$ cat config.mk
export PLATFORM = sky130hd
export DESIGN_NAME = instr_fetch_unit_flat
export DESIGN_NICKNAME = d
export VERILOG_FILES = /design/src/rtl/instr_fetch_if.sv /design/src/rtl/instr_fetch_unit.sv /design/src/flat_wrapper.sv
export SDC_FILE = /design/constraint.sdc
export NUM_CORES = 1
export LEC_CHECK = 0
export ABC_AREA = 1
export CAP_MARGIN = 0
export CORE_MARGIN = 2
export CORE_UTILIZATION = 37
export DETAILED_ROUTE_END_ITERATION = 6
export DONT_BUFFER_PORTS = 1
export GPL_TIMING_DRIVEN = 0
export PLACE_DENSITY_LB_ADDON = 0.15
export RECOVER_POWER = 25
export SETUP_SLACK_MARGIN = 0.05
export SLEW_MARGIN = 20
export SYNTH_ARGS = -nofsm -noshare
export SYNTH_HDL_FRONTEND = slang
export SYNTH_SLANG_ARGS = --single-unit
$ cat constraint.sdc
create_clock -name clk -period 3.55 [get_ports clk]
set_clock_uncertainty 0.1 [all_clocks]
set_input_delay 0.5325 -clock clk [delete_from_list [all_inputs] [get_ports clk]]
set_output_delay 0.5325 -clock clk [all_outputs]
set_load 0.005 [all_outputs]
$ cat src/rtl/instr_fetch_if.sv
// Fetch-side bus bundle: instruction memory req/ack port, decoder valid/ready
// port, and the redirect inputs coming back from the controller/datapath.
interface instr_fetch_if;
  logic        imem_req;
  logic [31:0] imem_addr;
  logic        imem_ack;
  logic [31:0] imem_rdata;
  logic        instr_valid;
  logic        instr_ready;
  logic [31:0] instr;
  logic [31:0] instr_pc;
  logic        PCSrc;
  logic [31:0] branch_target;

  modport master (
    output imem_req, imem_addr, instr_valid, instr, instr_pc,
    input  imem_ack, imem_rdata, instr_ready, PCSrc, branch_target
  );

  modport slave (
    input  imem_req, imem_addr, instr_valid, instr, instr_pc,
    output imem_ack, imem_rdata, instr_ready, PCSrc, branch_target
  );
endinterface

$ cat src/rtl/instr_fetch_unit.sv
// Instruction fetch unit: owns the PC, fetches over req/ack, hands words to the
// decoder over valid/ready, and follows PCSrc redirects.
//   state | meaning
//   IDLE  | out of reset, no request yet
//   REQ   | request to pc outstanding
//   HOLD  | fetched word held for the decoder
//   DROP  | stale request completing, its data will be discarded
module instr_fetch_unit #(
  parameter logic [31:0] RESET_PC = 32'h0000_0000
) (
  input  logic           clk,
  input  logic           reset,
  instr_fetch_if.master  bus
);

  localparam logic [31:0] PC_INIT = {RESET_PC[31:2], 2'b00};

  typedef enum logic [1:0] {S_IDLE, S_REQ, S_HOLD, S_DROP} state_t;

  state_t      state_q, state_d;
  logic [31:0] pc_q, pc_d;
  logic [31:0] addr_q, addr_d;
  logic [31:0] instr_q, instr_d;
  logic [31:0] instr_pc_q, instr_pc_d;
  logic        valid_q, valid_d;
  logic [31:0] target;

  assign target = {bus.branch_target[31:2], 2'b00};

  always_ff @(posedge clk or negedge reset) begin
    if (!reset) begin
      state_q    <= S_IDLE;
      pc_q       <= PC_INIT;
      addr_q     <= PC_INIT;
      instr_q    <= '0;
      instr_pc_q <= '0;
      valid_q    <= 1'b0;
    end else begin
      state_q    <= state_d;
      pc_q       <= pc_d;
      addr_q     <= addr_d;
      instr_q    <= instr_d;
      instr_pc_q <= instr_pc_d;
      valid_q    <= valid_d;
    end
  end

  always_comb begin
    state_d    = state_q;
    pc_d       = pc_q;
    instr_d    = instr_q;
    instr_pc_d = instr_pc_q;
    valid_d    = valid_q;
    unique case (state_q)
      S_IDLE: state_d = S_REQ;
      S_REQ: begin
        if (bus.PCSrc) begin
          pc_d    = target;
          state_d = bus.imem_ack ? S_REQ : S_DROP;
        end else if (bus.imem_ack) begin
          instr_d    = bus.imem_rdata;
          instr_pc_d = pc_q;
          valid_d    = 1'b1;
          pc_d       = pc_q + 32'd4;
          state_d    = S_HOLD;
        end
      end
      S_HOLD: begin
        if (bus.PCSrc) begin
          pc_d    = target;
          valid_d = 1'b0;
          state_d = S_REQ;
        end else if (bus.instr_ready) begin
          valid_d = 1'b0;
          state_d = S_REQ;
        end
      end
      S_DROP: begin
        if (bus.PCSrc) begin
          pc_d = target;
        end else if (bus.imem_ack) begin
          state_d = S_REQ;
        end
      end
      default: state_d = S_IDLE;
    endcase
  end

  // The issued address only moves when a fresh request starts, so DROP keeps
  // presenting the old address while pc already tracks the redirect target.
  always_comb begin
    addr_d = addr_q;
    if (state_d == S_REQ) addr_d = pc_d;
  end

  assign bus.imem_req    = (state_q == S_REQ) || (state_q == S_DROP);
  assign bus.imem_addr   = addr_q;
  assign bus.instr_valid = valid_q;
  assign bus.instr       = instr_q;
  assign bus.instr_pc    = instr_pc_q;

endmodule

$ cat src/flat_wrapper.sv
// flat-port wrapper written by rule: the top's interface ports become plain ports
module instr_fetch_unit_flat 
#(
  parameter logic [31:0] RESET_PC = 32'h0000_0000
)
  (clk, reset, bus_imem_req, bus_imem_addr, bus_instr_valid, bus_instr, bus_instr_pc, bus_imem_ack, bus_imem_rdata, bus_instr_ready, bus_PCSrc, bus_branch_target);
  instr_fetch_if bus_i ();
  input  logic clk;
  input  logic reset;
  output wire logic [$bits(bus_i.imem_req)-1:0] bus_imem_req;
  output wire logic [$bits(bus_i.imem_addr)-1:0] bus_imem_addr;
  output wire logic [$bits(bus_i.instr_valid)-1:0] bus_instr_valid;
  output wire logic [$bits(bus_i.instr)-1:0] bus_instr;
  output wire logic [$bits(bus_i.instr_pc)-1:0] bus_instr_pc;
  input wire logic [$bits(bus_i.imem_ack)-1:0] bus_imem_ack;
  input wire logic [$bits(bus_i.imem_rdata)-1:0] bus_imem_rdata;
  input wire logic [$bits(bus_i.instr_ready)-1:0] bus_instr_ready;
  input wire logic [$bits(bus_i.PCSrc)-1:0] bus_PCSrc;
  input wire logic [$bits(bus_i.branch_target)-1:0] bus_branch_target;
  assign bus_imem_req = bus_i.imem_req;
  assign bus_imem_addr = bus_i.imem_addr;
  assign bus_instr_valid = bus_i.instr_valid;
  assign bus_instr = bus_i.instr;
  assign bus_instr_pc = bus_i.instr_pc;
  assign bus_i.imem_ack = bus_imem_ack;
  assign bus_i.imem_rdata = bus_imem_rdata;
  assign bus_i.instr_ready = bus_instr_ready;
  assign bus_i.PCSrc = bus_PCSrc;
  assign bus_i.branch_target = bus_branch_target;
  instr_fetch_unit #(.RESET_PC(RESET_PC)) u_core (.clk(clk), .reset(reset), .bus(bus_i));
endmodule
==> impl_metrics.ini, run 1 <==
[hold_path]
hp-class = in -> async

[timing]
maxSlewViolCount = 0
hold_viol = 131
finalSetupTns_ns = 0
fmax_ghz = 0.4881
setup_viol = 0
min_period_over_period = 0.5771
worst_pin_slew_ns = 0.6761
rsz0062_at_grt = false
slew_headroom = 0.5493
finalCriticalPeriod_ns = 2.049
fin_hold_ws_ns = -0.2947

[power]
finalPower_w = 0.007030
p_leak_nw = 3.638
ir_worst_vdd_mv = 0.3964
power_density_nw_per_um2 = 940.9

[clock_network]
max-clock-path-buffers = 2
clockRootBuffer = clkbuf_16
cts_made_buffers = 17
insertion_delay_ns = 0.42
cts_setup_buffers = 0
htree_num_levels = 4
cts_tree = done
clkTransAtPathRegs_ns = 0.06
numClockSinks = 131
ctsResizeCount = 0

[cells_and_area]
antennaDiodeCount = 0
regArea_sq_um = 3278
nFillCells = 1797
multi_input_area_sq_um = 2788
drive_above_1_share = 0.1195
nets = 944
area_growth_pct = 14.30

[run_status]
violations = hold timing
outcome = finished, violations left

[critical_path]
cp-start-kind = flip-flop
path_buf_inv = 3
r2r_start = u_core.state_q[1]
r2r_end = u_core.bus.imem_addr[2]
critPathCaptureType = flip-flop
cpMaxStageDelayCell = buf_1
reg2reg_depth = 8
critical_path_class = reg -> reg
crit_family = buffers and inverters
worst_path_most_repeated_cell = nand2_1
crit_chain = buf_4 > inv_2 > buf_1 > a31oi_1 > o21ai_0 > o21ai_1 > nand2_1 > nand2_1
regToRegSetupSlack_ns = 1.50
crit_required_ns = 3.76
arrival_ns = 2.26
path_max_fanout = 10
slowest_delay_ns = 0.56

[drt]
via_count = 5537
post_drt_wl_per_cell_um = 17.78
drt-pass1-iter-count = 4
routed_wl_um = 19770
drt_iter0_markers = 381
via_per_inst = 4.979
ant_nets = 0
drc = 0

[global_routing]
grt_max_degree = 132
grt_first_pass_wirelength_um = 30370
antenna_found_initial = 2
grt-ovfl-total = 0
grt_pass1_vias = 5327
track_usage = 0.2175

[logic_synthesis]
synth-async-reset-ratio = 1.000
netlist_area_sq_um = 6536
ys_seq_area_frac = 0.5015
syn_area_per_cell_sq_um = 7.645
synth_seq_cells = 131
synth_fp_nets = 925
synth_top_area_cell = dfrtp_1
synth_edf_count = 0
synth_cell_types = 29
netlist_top_cells_area = dfrtp_1 50%, nand2_1 19%, nor2_1 4.2%
synthCells = 855
synth_top_area_frac = 0.5015
yosys_warnings = 0
ys.flop_type = dfrtp_1

[place]
gp_congestion = 0.9097
dp_hpwl_um = 14550
port_buffers = 0

[floorplan]
start_util = 0.3779
placementRows = 48
die_area_sq_um = 18740
design.portCount = 167
die_y_um = 136.9
die_w_um = 136.9
core-area_sq_um = 17300

[job]
drv_cap = 0
-- power by group --
part / internal, W / switching (W) / leakage, nW / total [W]
clock network: 0.00130 / 0.000648 / 0.313 / 0.00195
logic: 0.000734 / 0.00146 / 1.72 / 0.00219
registers: 0.00219 / 0.000696 / 1.61 / 0.00289
-- registers in the layout (all words and copies together), names as in the netlist --
signal / flops
u_core.bus.instr_pc: 32
u_core.bus.instr: 32
u_core.bus.instr_valid: 1
u_core.bus.imem_addr: 32
u_core.pc_q: 32
u_core.state_q: 2
-- layer usage --
metal / wire (um) / GRT usage / share of wire / vias to the layer above
li1: - / - / - / 2769
met1: 8775 / 0.2908 / 0.44 / 2527
met2: 8319 / 0.3156 / 0.42 / 204
met3: 2143 / 0.08444 / 0.11 / 33
met4: 508 / 0.08763 / 0.026 / 4
met5: 24 / 0 / 0.0012 / -
-- final cells by class --
class	instances	area share
well taps	225	0.03768
clock inverters	9	0.02345
multi-input cells	616	0.3731
clock buffers	23	0.06398
plain buffers	40	0.02881
flip-flops and latches	131	0.4388
inverters	68	0.03417
-- worst max path at each step --
stage                          endpoint  slack, ns  cells after the start         startpoint
6_report        u_core.bus.imem_addr[2]       1.50                      8  u_core.state_q[1]
5_1_grt        u_core.bus.imem_addr[14]       1.36                      8  u_core.state_q[1]
4_1_cts         u_core.bus.instr_pc[29]       1.51                      8  u_core.state_q[1]
3_5_place_dp    u_core.bus.instr_pc[29]       1.37                      9       bus_imem_ack
3_3_place_gp    u_core.bus.instr_pc[24]       1.39                      9       bus_imem_ack
2_1_floorplan  u_core.bus.imem_addr[25]       1.80                     14       bus_imem_ack
-- cell usage after synthesis, drive strengths merged, types with 3 or more instances --
library cell	n
inv	68
clkbuf	12
nand2	338
a21oi	10
or2	12
o211ai	9
buf	28
o22ai	3
dfrtp	131
nand4	11
nor3	8
a31oi	3
nand3	57
nor2	92
o21ai	54
o32ai	12
o221ai	3
-- placed cells by master, fill, tap and decap left out, drive strengths merged --
master and instances:
nor3 8, o221ai 3, buf 28, o32ai 12, nand3 57, a21oi 10, o22ai 3, or2 12
o21a 1, o211ai 9, clkinv 2, nor2 92, nand4 11, dfrtp 131, clkinvlp 2, inv 68
nand2 338, nand3b 2, a31oi 3, ha 1, bufinv 5, o21ai 54, clkbuf 35
-- metrics by stage --
| stage | cell area [sq um] | cells | worst slack, ns | utilization | hold WS, ns |
|---|---|---|---|---|---|
| final | 7471 | 1112 | 1.501 | 0.4319 | -0.2947 |
| after global routing | 7471 | 1112 | 1.365 | 0.4319 | -0.3164 |
| after CTS | 7471 | 1112 | 1.508 | 0.4319 | -0.3116 |
| after detailed placement | 6818 | 1080 | 1.372 | 0.3942 | 0.1397 |
| after global placement | 6818 | 1080 | 1.388 | 0.3942 | 0.1394 |
| after floorplan | 6536 | 855 | 1.797 | - | 0.1369 |
-- cell families (layout without fill, tap and decap cells) --
family	after synthesis	in the layout	share of synthesized area
and+or+nand+nor	520	520	0.3382
AOI/OAI and AO/OA	95	95	0.08633
DFF	131	131	0.5015
buffers and inverters	108	140	0.07198
adders and majority gates	1	1	0.001914
Power figures use the tool's default switching activity.
==> run 2: changes to the inputs <==
==> constraint.sdc (replaced) <==
create_clock -name clk -period 1.9 [get_ports clk]
set_clock_uncertainty 0.1 [all_clocks]
set_input_delay 0.285 -clock clk [delete_from_list [all_inputs] [get_ports clk]]
set_output_delay 0.285 -clock clk [all_outputs]
set_load 0.005 [all_outputs]
==> impl_metrics.ini, run 2 (synthesis results as in run 1) <==
[cells_and_area]
nets = 1007
final_common_cell = nand2_1
antennaDiodeCount = 0
drive_above_1_share = 0.1905
fin_cells = 1175
final_cell_mix = 315 x nand2_1, 120 x dfrtp_1, 68 x nor2_1
post-route-util = 0.4803
area_growth_pct = 27.11
regArea_sq_um = 3292
nFillCells = 1710
multi_input_area_sq_um = 2992

[timing]
fmax_ghz = 0.5408
hold_viol = 131
rsz0062_at_grt = true
fin_hold_ws_ns = -0.5430
finalCriticalPeriod_ns = 1.849
maxSlewViolCount = 0
finalWorstSetupSlack_ns = 0.05088
finalSetupTns_ns = 0
setup_viol = 0
min_period_over_period = 0.9732
worst_pin_slew_ns = 0.7116
slew_headroom = 0.5256

[place]
dp_hpwl_um = 14550
gp_congestion = 0.9097
post-place-ws_ns = -0.1322
port_buffers = 0
dp_cells = 1080

[critical_path]
crit_required_ns = 2.11
cp-start-kind = flip-flop
path_max_fanout = 4
critical_path_class = reg -> reg
crit_chain = buf_6 > nand3_4 > nor2_4 > nand3_4 > nor2_4 > o21ai_2 > o21ai_1 > nand2_1 > nand2_1 > nand2_1
path_depth = 10
worst_path_most_repeated_cell = nand2_1
slowest_delay_ns = 0.40
cpMaxStageDelayCell = dfrtp_1
arrival_ns = 2.06
crit_family = simple AND/OR/NAND/NOR gates
critPathCaptureType = flip-flop
path_buf_inv = 1
reg2reg_depth = 10

[floorplan]
die_y_um = 136.9
design.portCount = 167
die_area_sq_um = 18740
start_util = 0.3779
core-area_sq_um = 17300
placementRows = 48
die_w_um = 136.9

[clock_network]
insertion_delay_ns = 0.42
cts_made_buffers = 17
clkTransAtPathRegs_ns = 0.06
htree_num_levels = 4
max-clock-path-buffers = 2
numClockSinks = 131
postCtsHoldBufs = 35
cts_tree = done
clockRootBuffer = clkbuf_16

[drt]
via_per_inst = 4.928
drt-pass1-iter-count = 5
routed_wl_um = 20710
ant_nets = 0
via_count = 5790
drt_iter0_markers = 388
drc = 0
post_drt_wl_per_cell_um = 17.62

[global_routing]
grt-ovfl-total = 0
antenna_found_initial = 0
grt_first_pass_wirelength_um = 31360
track_usage = 0.2233
grt_max_degree = 132
grt_pass1_vias = 5569

[run_status]
outcome = finished, violations left
violations = hold timing

[hold_path]
hp-class = in -> async

[power]
p_leak_nw = 3.998
ir_worst_vdd_mv = 0.7659
power_density_nw_per_um2 = 1674
finalPower_w = 0.01391

[job]
drv_cap = 0
## run 2: cell types whose count changed in the layout (fill, tap and decap cells not counted), moves of 5 or more
cell           delta
dfrtp_1          -11
buf_4            +24
dlygate4sd3_1    +35
dfrtp_2          +11
nand2_1          -10
o21ai_0           -5
buf_6             +6
nand2_2           +6
nor2_1            -6
nor2_4           +10
nand3_1          -10
nand3_2           +7
## run 2: worst paths after layout
kind / from / slack (ns) / to
max: u_core.pc_q[3] / 0.05 / u_core.bus.imem_addr[17]
max reg2reg: u_core.pc_q[3] / 0.05 / u_core.bus.imem_addr[17]
min reg2reg: u_core.bus.instr[23] / 0.40 / u_core.bus.instr[23]
max in group asynchronous: reset / 2.06 / u_core.bus.instr[18]
min: reset / -0.54 / u_core.bus.imem_addr[0]
min in group clk: bus_branch_target[7] / 0.04 / u_core.pc_q[7]
## run 2: per-layer routing
| layer | part of all wire | global-route usage | wire length, um |
|---|---|---|---|
| met4 | 0.018 | 0.07847 | 379 |
| met3 | 0.10 | 0.08000 | 2079 |
| met2 | 0.44 | 0.3350 | 9068 |
| met1 | 0.44 | 0.2983 | 9180 |
| met5 | 0 | 0 | 0 |
## run 2: cell type report
type | instances | share of cell area
well taps | 225 | 0.03389
multi-input cells | 616 | 0.3601
repair buffers | 63 | 0.06988
plain buffers | 40 | 0.02967
clock buffers | 23 | 0.05753
flip-flops and latches | 131 | 0.3962
inverters | 68 | 0.03163
clock inverters | 9 | 0.02108
## run 2: report_power, final
part	switching [W]	internal [W]
Sequential	0.00131	0.00412
Clock	0.00121	0.00243
Combinational	0.00302	0.00182
## run 2: what timing repair did
item                                    CTS  global route
resized for setup                        12            74
hold endpoints to repair                167           131
pin swaps                                 4            24
buffers inserted                          8            20
endpoints found under the setup margin  108            48
## run 2: through the flow
step                hold WS [ns]  cell area [sq um]
detailed placement       -0.1078               6818
CTS                      -0.5591               7916
floorplan                -0.1106               6536
global route             -0.5638               8308
global placement         -0.1081               6818
finish                   -0.5430               8308
==> run 3: changes to the inputs <==
--- a/config.mk
+++ b/config.mk
@@ -8,11 +8,11 @@
 export ABC_AREA = 1
 export CAP_MARGIN = 0
 export CORE_MARGIN = 2
-export CORE_UTILIZATION = 37
+export CORE_UTILIZATION = 40
 export DETAILED_ROUTE_END_ITERATION = 6
 export DONT_BUFFER_PORTS = 1
 export GPL_TIMING_DRIVEN = 0
-export PLACE_DENSITY_LB_ADDON = 0.15
+export PLACE_DENSITY = 0.51
 export RECOVER_POWER = 25
 export SETUP_SLACK_MARGIN = 0.05
 export SLEW_MARGIN = 20
==> impl_metrics.ini, run 3 (synthesis results as in run 1) <==
[run_status]
outcome = finished, violations left
violations = hold timing

[drt]
wl_met3_um = 1755
post_drt_wl_per_cell_um = 18.16
routed-wl-met2_um = 9171
routed_wl_um = 20900
wl_met1_um = 9650
drt-pass1-iter-count = 5
via_per_inst = 5.173
ant_nets = 0
top_layer_used = met5
via_count = 5954
drt_iter0_markers = 439
drc = 0

[critical_path]
cp-start-kind = flip-flop
worst_path_most_repeated_cell = nand2_1
arrival_ns = 2.04
critPathCaptureType = flip-flop
crit_required_ns = 2.11
crit_chain = clkbuf_4 > nand2_1 > nor2_4 > nand2_2 > nor2_4 > nand2_2 > nand2_1 > nand3_1 > nand3_1 > nand3_1 > nand2_1 > nand2_1
slowest_delay_ns = 0.32
cpMaxStageDelayCell = dfrtp_1
critical_path_class = reg -> reg
path_buf_inv = 1
crit_family = simple AND/OR/NAND/NOR gates
path_max_fanout = 8
regToRegSetupSlack_ns = 0.07

[place]
port_buffers = 0
dp_hpwl_um = 15050
gp_congestion = 0.9085

[power]
ir_worst_vdd_mv = 0.7216
power_density_nw_per_um2 = 1682
finalPower_w = 0.01356
p_leak_nw = 3.871

[timing]
worst_pin_slew_ns = 0.6488
finalCriticalPeriod_ns = 1.829
setup_viol = 0
fin_hold_ws_ns = -0.5307
rsz0062_at_grt = true
hold_viol = 131
slew_headroom = 0.5675
min_period_over_period = 0.9627
fmax_ghz = 0.5467
maxSlewViolCount = 0
finalSetupTns_ns = 0

[clock_network]
max-clock-path-buffers = 2
cts_made_buffers = 17
postCtsHoldBufs = 34
clockRootBuffer = clkbuf_16
numClockSinks = 131
insertion_delay_ns = 0.42
cts_tree = done
clkTransAtPathRegs_ns = 0.06
htree_num_levels = 4

[hold_path]
hp-class = in -> async

[global_routing]
track_usage = 0.2418
antenna_found_initial = 1
grt_max_degree = 132
grt-ovfl-total = 0
grt_first_pass_wirelength_um = 32770
grt_pass1_vias = 5829

[floorplan]
die_area_sq_um = 17380
die_y_um = 131.8
die_w_um = 131.8
core-area_sq_um = 15940
design.portCount = 167
start_util = 0.4100
placementRows = 46

[job]
drv_cap = 0

[cells_and_area]
nFillCells = 1532
area_growth_pct = 23.35
final_cell_mix = 321 x nand2_1, 121 x dfrtp_1, 67 x nor2_1
drive_above_1_share = 0.1679
final_common_cell = nand2_1
antennaDiodeCount = 0
nets = 993
## run 3: changes by cell type in the layout (fill, tap and decap cells not counted), moves of 2 or more
| cell | delta |
|---|---|
| buf_4 | -9 |
| nand2_1 | +6 |
| buf_6 | -5 |
| nand3_1 | +5 |
| nand2_2 | -4 |
| nand3_2 | -4 |
| nand2_4 | -2 |
| o21ai_1 | -2 |
## run 3: final timing paths
kind | from | to | depth (start not counted)
max | u_core.pc_q[14] | u_core.bus.imem_addr[19] | 12
min | reset | u_core.bus.instr[28] | 0
max reg2reg | u_core.pc_q[14] | u_core.bus.imem_addr[19] | 12
min reg2reg | u_core.bus.instr[8] | u_core.bus.instr[8] | 2
max in group asynchronous | reset | u_core.pc_q[19] | 0
min in group clk | bus_branch_target[12] | u_core.pc_q[12] | 3
## run 3: final cells by class
class	count	area (sq um)	share of cell area
Timing Repair Buffer	49	452.9	0.05618
Sequential cell	131	3291	0.4081
Clock buffer	22	464.2	0.05757
Buffer	40	234.0	0.02902
Multi-Input combinational cell	616	2937	0.3642
Tap cell	216	270.3	0.03352
Clock inverter	9	153.9	0.01909
Inverter	68	260.3	0.03228
## run 3: metal layers
metal	GRT usage	vias up
met1	0.3356	2819
met5	0	-
met3	0.07420	23
met2	0.3639	239
li1	-	2871
met4	0.07488	2
## run 3: report_power, final
part,total (W),leakage (nW),internal [W],switching [W]
registers,0.00541,1.60,0.00412,0.00130
logic,0.00469,1.98,0.00165,0.00303
clock network,0.00346,0.296,0.00226,0.00120
total,0.0136,3.87,0.00803,0.00553
## run 3: repair_timing
action	in CTS	in global routing
setup buffers	5	10
resized for setup	16	47
pin swaps	3	10
setup endpoints to repair	108	99
hold endpoints to repair	166	131
## run 3: stage by stage
step	util	worst slack (ns)	area [sq um]	hold slack (ns)	std cells
after floorplan	-	0.2646	6536	-0.1106	855
after global placement	0.4269	-0.1940	6807	-0.1079	1071
after detailed placement	0.4269	-0.1835	6807	-0.1080	1071
after CTS	0.4922	0.05019	7846	-0.5470	1141
after global routing	0.5057	-0.05014	8063	-0.5523	1151
final	0.5057	0.07078	8063	-0.5307	1151
